$ cat src/rtl/eee_bbox_multi.sv
`timescale 1ns/1ps
// Multi-colour bounding-box tracker on an Avalon-ST video stream, with an
// optional overlay that draws the previous frame's boxes onto the output.
module eee_bbox_multi #(
  parameter int NUM_COLOURS = 4,
  parameter int IMG_W       = 640,
  parameter int IMG_H       = 480,
  parameter int COORD_W     = 11,
  parameter int MIN_PIX     = 16
) (
  input  logic                           clk,
  input  logic                           reset,
  input  logic [23:0]                    sink_data,
  input  logic                           sink_valid,
  output logic                           sink_ready,
  input  logic                           sink_sop,
  input  logic                           sink_eop,
  output logic [23:0]                    source_data,
  output logic                           source_valid,
  input  logic                           source_ready,
  output logic                           source_sop,
  output logic                           source_eop,
  input  logic [NUM_COLOURS*24-1:0]      thr_lo,
  input  logic [NUM_COLOURS*24-1:0]      thr_hi,
  input  logic                           overlay_en,
  output logic [NUM_COLOURS*COORD_W-1:0] bbox_xmin,
  output logic [NUM_COLOURS*COORD_W-1:0] bbox_xmax,
  output logic [NUM_COLOURS*COORD_W-1:0] bbox_ymin,
  output logic [NUM_COLOURS*COORD_W-1:0] bbox_ymax,
  output logic [NUM_COLOURS-1:0]         bbox_valid,
  output logic                           frame_done
);

  localparam logic [COORD_W-1:0] X_LAST  = COORD_W'(IMG_W - 1);
  localparam logic [COORD_W-1:0] Y_LAST  = COORD_W'(IMG_H - 1);
  localparam logic [19:0]        MIN_CNT = 20'(MIN_PIX);

  typedef enum logic [1:0] {IDLE, HDR, VIDEO, CTRL} state_t;
  typedef logic [COORD_W-1:0] coord_t;

  state_t state_q, state_n;
  logic   hdr_video_q;
  logic   accept, in_video, pix, frame_end, clear_acc;

  logic [NUM_COLOURS*24-1:0] lo_q, hi_q;
  coord_t x_q, y_q;
  coord_t xmin_q [NUM_COLOURS], xmax_q [NUM_COLOURS], ymin_q [NUM_COLOURS], ymax_q [NUM_COLOURS];
  coord_t xmin_n [NUM_COLOURS], xmax_n [NUM_COLOURS], ymin_n [NUM_COLOURS], ymax_n [NUM_COLOURS];
  logic [19:0] cnt_q [NUM_COLOURS], cnt_n [NUM_COLOURS];
  coord_t bx_xmin_q [NUM_COLOURS], bx_xmax_q [NUM_COLOURS], bx_ymin_q [NUM_COLOURS], bx_ymax_q [NUM_COLOURS];
  logic [NUM_COLOURS-1:0] match;
  logic on_box;

  assign sink_ready = source_ready | ~source_valid;
  assign accept     = sink_valid & sink_ready;
  // HDR is the cycle after a header; its registered type already says whether beats are pixels.
  assign in_video   = (state_q == VIDEO) || ((state_q == HDR) && hdr_video_q);
  assign pix        = accept & ~sink_sop & in_video;
  assign frame_end  = pix & sink_eop;
  assign clear_acc  = accept & sink_sop & (in_video | (sink_data[3:0] == 4'h0));

  // NOTE: sequential state uses non-blocking assignments so every register samples pre-edge values.
  always_ff @(posedge clk) begin
    if (reset) begin
      state_q     <= IDLE;
      hdr_video_q <= 1'b0;
    end else begin
      state_q <= state_n;
      if (accept && sink_sop) hdr_video_q <= (sink_data[3:0] == 4'h0);
    end
  end

  // NOTE: every combinational output gets a default first so no path can infer a latch.
  always_comb begin
    state_n = state_q;
    if (accept && sink_sop) begin
      state_n = sink_eop ? IDLE : HDR;
    end else begin
      unique case (state_q)
        HDR:         state_n = (accept && sink_eop) ? IDLE : (hdr_video_q ? VIDEO : CTRL);
        VIDEO, CTRL: if (accept && sink_eop) state_n = IDLE;
        default:     ;
      endcase
    end
  end

  always_comb begin
    match = '0;
    for (int c = 0; c < NUM_COLOURS; c++) begin
      match[c] = 1'b1;
      for (int k = 0; k < 3; k++) begin
        if (sink_data[8*k +: 8] < lo_q[24*c + 8*k +: 8] ||
            sink_data[8*k +: 8] > hi_q[24*c + 8*k +: 8])
          match[c] = 1'b0;
      end
    end
  end

  always_comb begin
    for (int c = 0; c < NUM_COLOURS; c++) begin
      xmin_n[c] = xmin_q[c];
      xmax_n[c] = xmax_q[c];
      ymin_n[c] = ymin_q[c];
      ymax_n[c] = ymax_q[c];
      cnt_n[c]  = cnt_q[c];
      if (clear_acc) begin
        xmin_n[c] = '0;
        xmax_n[c] = '0;
        ymin_n[c] = '0;
        ymax_n[c] = '0;
        cnt_n[c]  = '0;
      end else if (pix && match[c]) begin
        if (cnt_q[c] == 20'd0) begin
          xmin_n[c] = x_q;
          xmax_n[c] = x_q;
          ymin_n[c] = y_q;
          ymax_n[c] = y_q;
        end else begin
          if (x_q < xmin_q[c]) xmin_n[c] = x_q;
          if (x_q > xmax_q[c]) xmax_n[c] = x_q;
          if (y_q < ymin_q[c]) ymin_n[c] = y_q;
          if (y_q > ymax_q[c]) ymax_n[c] = y_q;
        end
        if (cnt_q[c] != 20'hFFFFF) cnt_n[c] = cnt_q[c] + 20'd1;
      end
    end
  end

  // NOTE: these register arrays are small and must read zero after reset, so they are reset explicitly.
  always_ff @(posedge clk) begin
    if (reset) begin
      x_q  <= '0;
      y_q  <= '0;
      lo_q <= '0;
      hi_q <= '0;
      for (int c = 0; c < NUM_COLOURS; c++) begin
        xmin_q[c] <= '0;
        xmax_q[c] <= '0;
        ymin_q[c] <= '0;
        ymax_q[c] <= '0;
        cnt_q[c]  <= '0;
      end
    end else begin
      if (accept && sink_sop && sink_data[3:0] == 4'h0) begin
        lo_q <= thr_lo;
        hi_q <= thr_hi;
      end
      if (clear_acc) begin
        x_q <= '0;
        y_q <= '0;
      end else if (pix) begin
        if (x_q == X_LAST) begin
          x_q <= '0;
          if (y_q != Y_LAST) y_q <= y_q + 1'b1;
        end else begin
          x_q <= x_q + 1'b1;
        end
      end
      for (int c = 0; c < NUM_COLOURS; c++) begin
        xmin_q[c] <= xmin_n[c];
        xmax_q[c] <= xmax_n[c];
        ymin_q[c] <= ymin_n[c];
        ymax_q[c] <= ymax_n[c];
        cnt_q[c]  <= cnt_n[c];
      end
    end
  end

  // Latch from the next-state accumulators so the eop pixel itself is included.
  always_ff @(posedge clk) begin
    if (reset) begin
      frame_done <= 1'b0;
      bbox_valid <= '0;
      for (int c = 0; c < NUM_COLOURS; c++) begin
        bx_xmin_q[c] <= '0;
        bx_xmax_q[c] <= '0;
        bx_ymin_q[c] <= '0;
        bx_ymax_q[c] <= '0;
      end
    end else begin
      frame_done <= frame_end;
      if (frame_end) begin
        for (int c = 0; c < NUM_COLOURS; c++) begin
          bbox_valid[c] <= (cnt_n[c] >= MIN_CNT);
          bx_xmin_q[c]  <= (cnt_n[c] >= MIN_CNT) ? xmin_n[c] : '0;
          bx_xmax_q[c]  <= (cnt_n[c] >= MIN_CNT) ? xmax_n[c] : '0;
          bx_ymin_q[c]  <= (cnt_n[c] >= MIN_CNT) ? ymin_n[c] : '0;
          bx_ymax_q[c]  <= (cnt_n[c] >= MIN_CNT) ? ymax_n[c] : '0;
        end
      end
    end
  end

  always_comb begin
    for (int c = 0; c < NUM_COLOURS; c++) begin
      bbox_xmin[c*COORD_W +: COORD_W] = bx_xmin_q[c];
      bbox_xmax[c*COORD_W +: COORD_W] = bx_xmax_q[c];
      bbox_ymin[c*COORD_W +: COORD_W] = bx_ymin_q[c];
      bbox_ymax[c*COORD_W +: COORD_W] = bx_ymax_q[c];
    end
  end

  always_comb begin
    on_box = 1'b0;
    for (int c = 0; c < NUM_COLOURS; c++) begin
      if (overlay_en && bbox_valid[c] &&
          (((x_q == bx_xmin_q[c] || x_q == bx_xmax_q[c]) && y_q >= bx_ymin_q[c] && y_q <= bx_ymax_q[c]) ||
           ((y_q == bx_ymin_q[c] || y_q == bx_ymax_q[c]) && x_q >= bx_xmin_q[c] && x_q <= bx_xmax_q[c])))
        on_box = 1'b1;
    end
  end

  always_ff @(posedge clk) begin
    if (reset) begin
      source_valid <= 1'b0;
      source_data  <= '0;
      source_sop   <= 1'b0;
      source_eop   <= 1'b0;
    end else if (accept) begin
      source_valid <= 1'b1;
      source_data  <= (pix && on_box) ? 24'hFFFFFF : sink_data;
      source_sop   <= sink_sop;
      source_eop   <= sink_eop;
    end else if (source_ready) begin
      source_valid <= 1'b0;
    end
  end

endmodule

$ cat config.mk
export PLATFORM = sky130hd
export DESIGN_NAME = eee_bbox_multi
export DESIGN_NICKNAME = d
export VERILOG_FILES = /design/src/rtl/eee_bbox_multi.sv
export SDC_FILE = /design/constraint.sdc
export NUM_CORES = 2
export LEC_CHECK = 0
export BUFFER_PORTS_ARGS = -buffer_cell sky130_fd_sc_hd__buf_2
export CORE_ASPECT_RATIO = 0.6
export CORE_MARGIN = 10
export CORE_UTILIZATION = 48
export CTS_CLUSTER_DIAMETER = 60
export DETAILED_ROUTE_END_ITERATION = 10
export GPL_TIMING_DRIVEN = 0
export PLACE_DENSITY = 0.7
export SYNTH_ARGS = -nofsm -noshare
export SYNTH_HDL_FRONTEND = slang
export SYNTH_SLANG_ARGS = --single-unit
$ cat constraint.sdc
create_clock -name clk -period 6.2 [get_ports clk]
set_input_delay 0.93 -clock clk [delete_from_list [all_inputs] [get_ports clk]]
set_output_delay 0.93 -clock clk [all_outputs]
set_load 0.05 [all_outputs]
# --- Yosys cells after proc, flatten, opt, wreduce, memory -nomap -nowiden ---
# Memory sizes are Yosys's and may differ from the RTL's.
# Index checks and enable logic that the tools add are counted.
op_classes:
  addsub: 6
  order_cmp: 60
  eq_ne: 26
  muxes: 160
  bitwise_logic: 46
  n_reduce_logical: 69
ops:
  columns: ["operator", "n"]
  rows:
  - ["two-way mux 11 bit", 113]
  - ["two-way mux 20 bit", 16]
  - ["equality test 11 bit", 16]
  - ["greater-than comparator 8 bit", 12]
  - ["< comparator 8 bit", 12]
  - [">= comparator 11 bit", 8]
  - ["greater-than comparator 11 bit", 8]
  - ["<= comparator 11 bit", 8]
  - ["< comparator 11 bit", 8]
  - ["adder 20 x 1 -> 20 bit (second input constant)", 4]
  - [">= comparator 20 x 5 -> 1 bit (second input constant)", 4]
  - ["zero test 20 bit", 4]
  - ["inequality test 20 bit (second input constant)", 4]
  - ["OR 1 bit", 38]
  - ["logical AND 1 bit", 33]
  - ["two-way mux 1 bit", 26]
  - ["logical OR 1 bit", 25]
  - ["two-way mux 24 bit", 1]
  - ["adder 11 x 1 -> 11 bit (second input constant)", 2]
  - ["equality test 11 x 10 -> 1 bit (second input constant)", 1]
  - ["inequality test 11 x 9 -> 1 bit (second input constant)", 1]
  - ["AND 1 bit", 6]
  - ["two-way mux 2 bit", 3]
  - ["equality test 2 bit (second input constant)", 2]
  - ["other kinds (10)", 12]
word_totals:
  reg_bits: 249
  ramBits: 432
  in_bits: 223
  elab_cells: 388
  n_memories: 9
mem_list:
  columns: ["memory", "depth", "word_bits", "read_ports", "rd_ports_with_merged_regs", "write_ports", "line", "rtl"]
  rows:
  - ["cnt_q", 4, 20, 4, 0, 4, "49", "logic [19:0] cnt_q [NUM_COLOURS], cnt_n [NUM_COLOURS];"]
  - ["bx_xmax_q", 4, 11, 4, 0, 4, "50", "coord_t bx_xmin_q [NUM_COLOURS], bx_xmax_q [NUM_COLOURS], bx_ymin_q [NUM_COLOURS], bx_ymax_q [NUM_COLOURS];"]
  - ["bx_xmin_q", 4, 11, 4, 0, 4, "50", null]
  - ["bx_ymax_q", 4, 11, 4, 0, 4, "50", null]
  - ["bx_ymin_q", 4, 11, 4, 0, 4, "50", null]
  - ["xmax_q", 4, 11, 4, 0, 4, "47", "coord_t xmin_q [NUM_COLOURS], xmax_q [NUM_COLOURS], ymin_q [NUM_COLOURS], ymax_q [NUM_COLOURS];"]
  - ["+3 memories", null, null, null, null, null, null, null]

# --- Depth between registers and ports, before layout ---
logic_depth:
  ltp_word: 12
  mapped_depth: 16

# --- Worst setup path after synthesis ---
# No wires, ideal clock.
synth_timing:
  path_kind: "input -> register"
  start: "input sink_sop"
  end: "memory bx_xmax_q[0][0] (netlist bit), enable pin"
  setup_ns: 0.527
  arrival_ns: 5.388
  required_ns: 5.673
  setup_slack_ns: 0.284
  path_stages: 5
  n_path_buf: 2
  path_cell_list: "clkbuf_2 -> a2111oi_4 -> clkbuf_1 -> a21oi_1 -> inv_1"
synth_rtl:
  columns: ["item", "line", "rtl"]
  rows:
  - ["start: declaration", "16", "input logic sink_sop,"]
  - ["end: declaration", "50", null]

# --- Final worst setup path ---
layout_timing:
  start: "register x_q[1]"
  end: "register source_data[15]"
layout_via:
  elab_chain_cells: 12
  elab_cells_between_ends: 50
layout_lines:
  columns: ["item", "line", "rtl"]
  rows:
  - ["start: declaration", "46", "coord_t x_q, y_q;"]
  - ["start signal: assignment", "156", "x_q <= x_q + 1'b1;"]
  - ["parallel branches: the longest is 9 deep, another holds >= comparator 11 bit", null, null]
  - ["two-way mux 1 bit (*)", "206", "if (overlay_en && bbox_valid[c] &&"]
  - ["logical AND 1 bit (*)", "221", "source_data <= (pix && on_box) ? 24'hFFFFFF : sink_data;"]
  - ["two-way mux 24 bit (*)", "221", null]
  - ["end signal: assignment", "221", null]
  - ["end: declaration", "18", "output logic [23:0] source_data,"]
# Every way passes the cells marked *.
# A chain may end at the register's enable or synchronous reset.

==> impl_metrics.yaml <==
run_status:
  status: "finished with violations"
  violations: "capacitance limit, slew limit"
cells_and_area:
  fin_util: 0.5570
  area_growth_pct: 15.13
  finalInstanceArea_mm2: 0.04533
  final_common_cell: "nor2_1"
  layout-drive-gt1-share: 0.1189
  mostFrequentLayoutCells: "561 x nor2_1, 534 x ha_1, 533 x inv_1"
  nNetsFinal: 5823
global_routing:
  met3_usage: 0.05893
  grt_util_met2: 0.3807
  met1_usage: 0.4015
  antenna_found_initial: 8
  overflow: 0
  grt_usage: 0.2673
  grt_max_degree: 122
  grt_pass1_vias: 33710
  grt_pass1_wl_mm: 198.1
  grt_busiest_layer: "met1"
sta:
  max_freq_mhz: 181.3
  slew_violations: 102
  finalClockSkew_ns: 0.03044
  setup_viol: 0
  worst_pin_slew_ns: 1.608
  finalHoldViolCount: 0
  finalCritPeriodShare: 0.8898
  whs_ns: 0.4536
  min_period_ns: 5.517
  rsz0062_at_grt: "false"
  slew_headroom: -0.08361
floorplan:
  initial_core_util: 0.4838
  num_rows: 81
  die_w_um: 389.7
  boundaryPins: 432
  dieArea_mm2: 0.09425
  core_area_mm2: 0.08138
  fp.dieH_um: 241.8
setup_path:
  cpMaxStageDelayCell: "o21ai_0"
  worst-setup-path-type: "register to register"
  cp_max_fo: 19
  path_cells: "ha_1 > nor2b_1 > o21a_1 > o21ai_0 > a21oi_1 > nor4_1 > o21ai_0 > a32oi_1 > a41oi_1 > clkbuf_1 > nor3_1 > nor3_1"
  end_kind: "register"
  crit_arrival_ns: 6.08
  slowest_delay_ns: 1.24
  start_kind: "register"
  crit_family: "compound AO/OA/AOI/OAI gates"
  required_ns: 6.76
  path_buf_inv: 1
cts:
  cts_max_level: 3
  cts.sinks: 681
  cts_hold_buf: 0
  cts_buffers: 69
  cts_tree: "yes"
  cts-root-buf: "clkbuf_16"
  cts_resized: 0
  clkSlewWorstSetupHoldPaths_ns: 0.07
  clock_latency_ns: 0.66
  post_cts_buffers: 0
  clk_path_buf_depth: 3
placed_design:
  hpwl_mm: 99.96
  gpl.final_weighted_congestion: 0.9270
  detailed_place.area_mm2: 0.04292
  port_buffers: 429
routing:
  drtAntennaViolNets: 0
  drtIter0Drc: 3389
  drc: 0
  num_vias: 34900
  viasPerCell: 5.625
  wl_per_cell_um: 20.98
  routed_wl_mm: 130.2
  drt_first_pass_iters: 7
power_and_ir_drop:
  irDropWorstVdd_uv: 193.3
  p_leak_nw: 18.84
  power.density_mw_per_mm2: 220.7
logic_synthesis:
  postSynthAreaPerCell_um2: 8.628
  ys_types: 82
  postSynthCellCount: 4563
  ys.flop_type: "dfxtp_1"
  async_reset_ff_frac: 0
  ys_ff_latch: 681
  synth_area_mm2: 0.03937
  yosysWarnings: 0
  syn_nets: 5320
  synth_seq_area_share: 0.3910
  synth-edff-count: 176
run:
  cap_violations: 6
min_path:
  min_path_type: "register to register"
-- stage by stage --
step | setup slack, ns | TNS, ns | total power [mW] | instances
6_report | 0.6832 | 0 | 10.00 | 6205
5_1_grt | 0.6490 | 0 | 10.29 | 6203
4_1_cts | 0.2824 | 0 | 10.05 | 6198
3_5_place_dp | -0.07562 | -1.607 | 5.580 | 6073
3_3_place_gp | -3.120 | -547.35 | 5.570 | 6071
2_1_floorplan | 0.2843 | 0 | 5.250 | 4563
-- flip-flops by register name, indices dropped and copies added, names as in the netlist, 24 cells and up --
register,count
lo_q,96
hi_q,96
ymax_q,44
xmin_q,44
bx_xmin_q,44
bx_ymax_q,44
source_data,24
bx_xmax_q,44
cnt_q,80
ymin_q,44
bx_ymin_q,44
xmax_q,44
-- layout make-up --
class                           instances  area, µm²
Inverter                              534       2012
Tap cell                             1079       1350
Fill cell                            7508      36050
Clock inverter                         31      400.4
Sequential cell                       681      15400
Clock buffer                           94       1976
Timing Repair Buffer                  432       2197
Multi-Input combinational cell       3149      21150
Antenna cell                            6      15.01
Buffer                                199      830.8
-- where the power goes --
| group | leakage (nW) | total, mW | internal, mW | switching [mW] |
|---|---|---|---|---|
| Clock | 1.16 | 4.51 | 2.59 | 1.92 |
| Combinational | 11.8 | 0.838 | 0.234 | 0.604 |
| Sequential | 5.90 | 4.66 | 4.61 | 0.0413 |
| Total | 18.8 | 10.0 | 7.44 | 2.57 |
-- Yosys cell counts, drive strengths merged (89+ instances only) --
cell type    n  area [µm²]
nand4      119       744.5
dfxtp      505       10110
inv        534        2004
o21ai      117       589.3
mux2i      192        1922
nand2      518        1944
ha         534        6681
a21oi      349        1747
clkbuf     168       633.1
edfxtp     176        5285
nor2       571        2168
nor3        89       445.4
-- worst register-to-register path, delay by kind of cell, from the launching register on --
kind	cells	cell delay [ns]
AO/OA/AOI/OAI	6	2.98
flip-flops	1	1.23
AND/OR/NAND/NOR	4	0.49
buffers and inverters	1	0.44
adder cells (fa/ha/maj)	1	0.28
-- final timing paths --
check | startpoint | to | slack, ns | cells after the start
hold / removal | lo_q[32] | lo_q[32] | 0.45 | 2
setup reg to reg | x_q[1] | source_data[15] | 0.68 | 12
hold reg to reg | lo_q[32] | lo_q[32] | 0.45 | 2
setup / recovery | x_q[1] | source_data[15] | 0.68 | 12
-- cells by family after synthesis --
logic type / share of synthesized area
xor gates and xnor gates: 0.02002
and+or+nand+nor: 0.1795
muxes: 0.04948
buffers and inverters: 0.07201
DFF: 0.3910
AOI/OAI and AO/OA: 0.1183
adders and majority gates: 0.1697
-- routing by layer --
| layer | routed length, µm | part of all wire |
|---|---|---|
| met5 | 31 | 0.00024 |
| met4 | 3073 | 0.024 |
| met3 | 13270 | 0.10 |
| met2 | 52950 | 0.41 |
| met1 | 60880 | 0.47 |
Power figures use the tool's default switching activity.
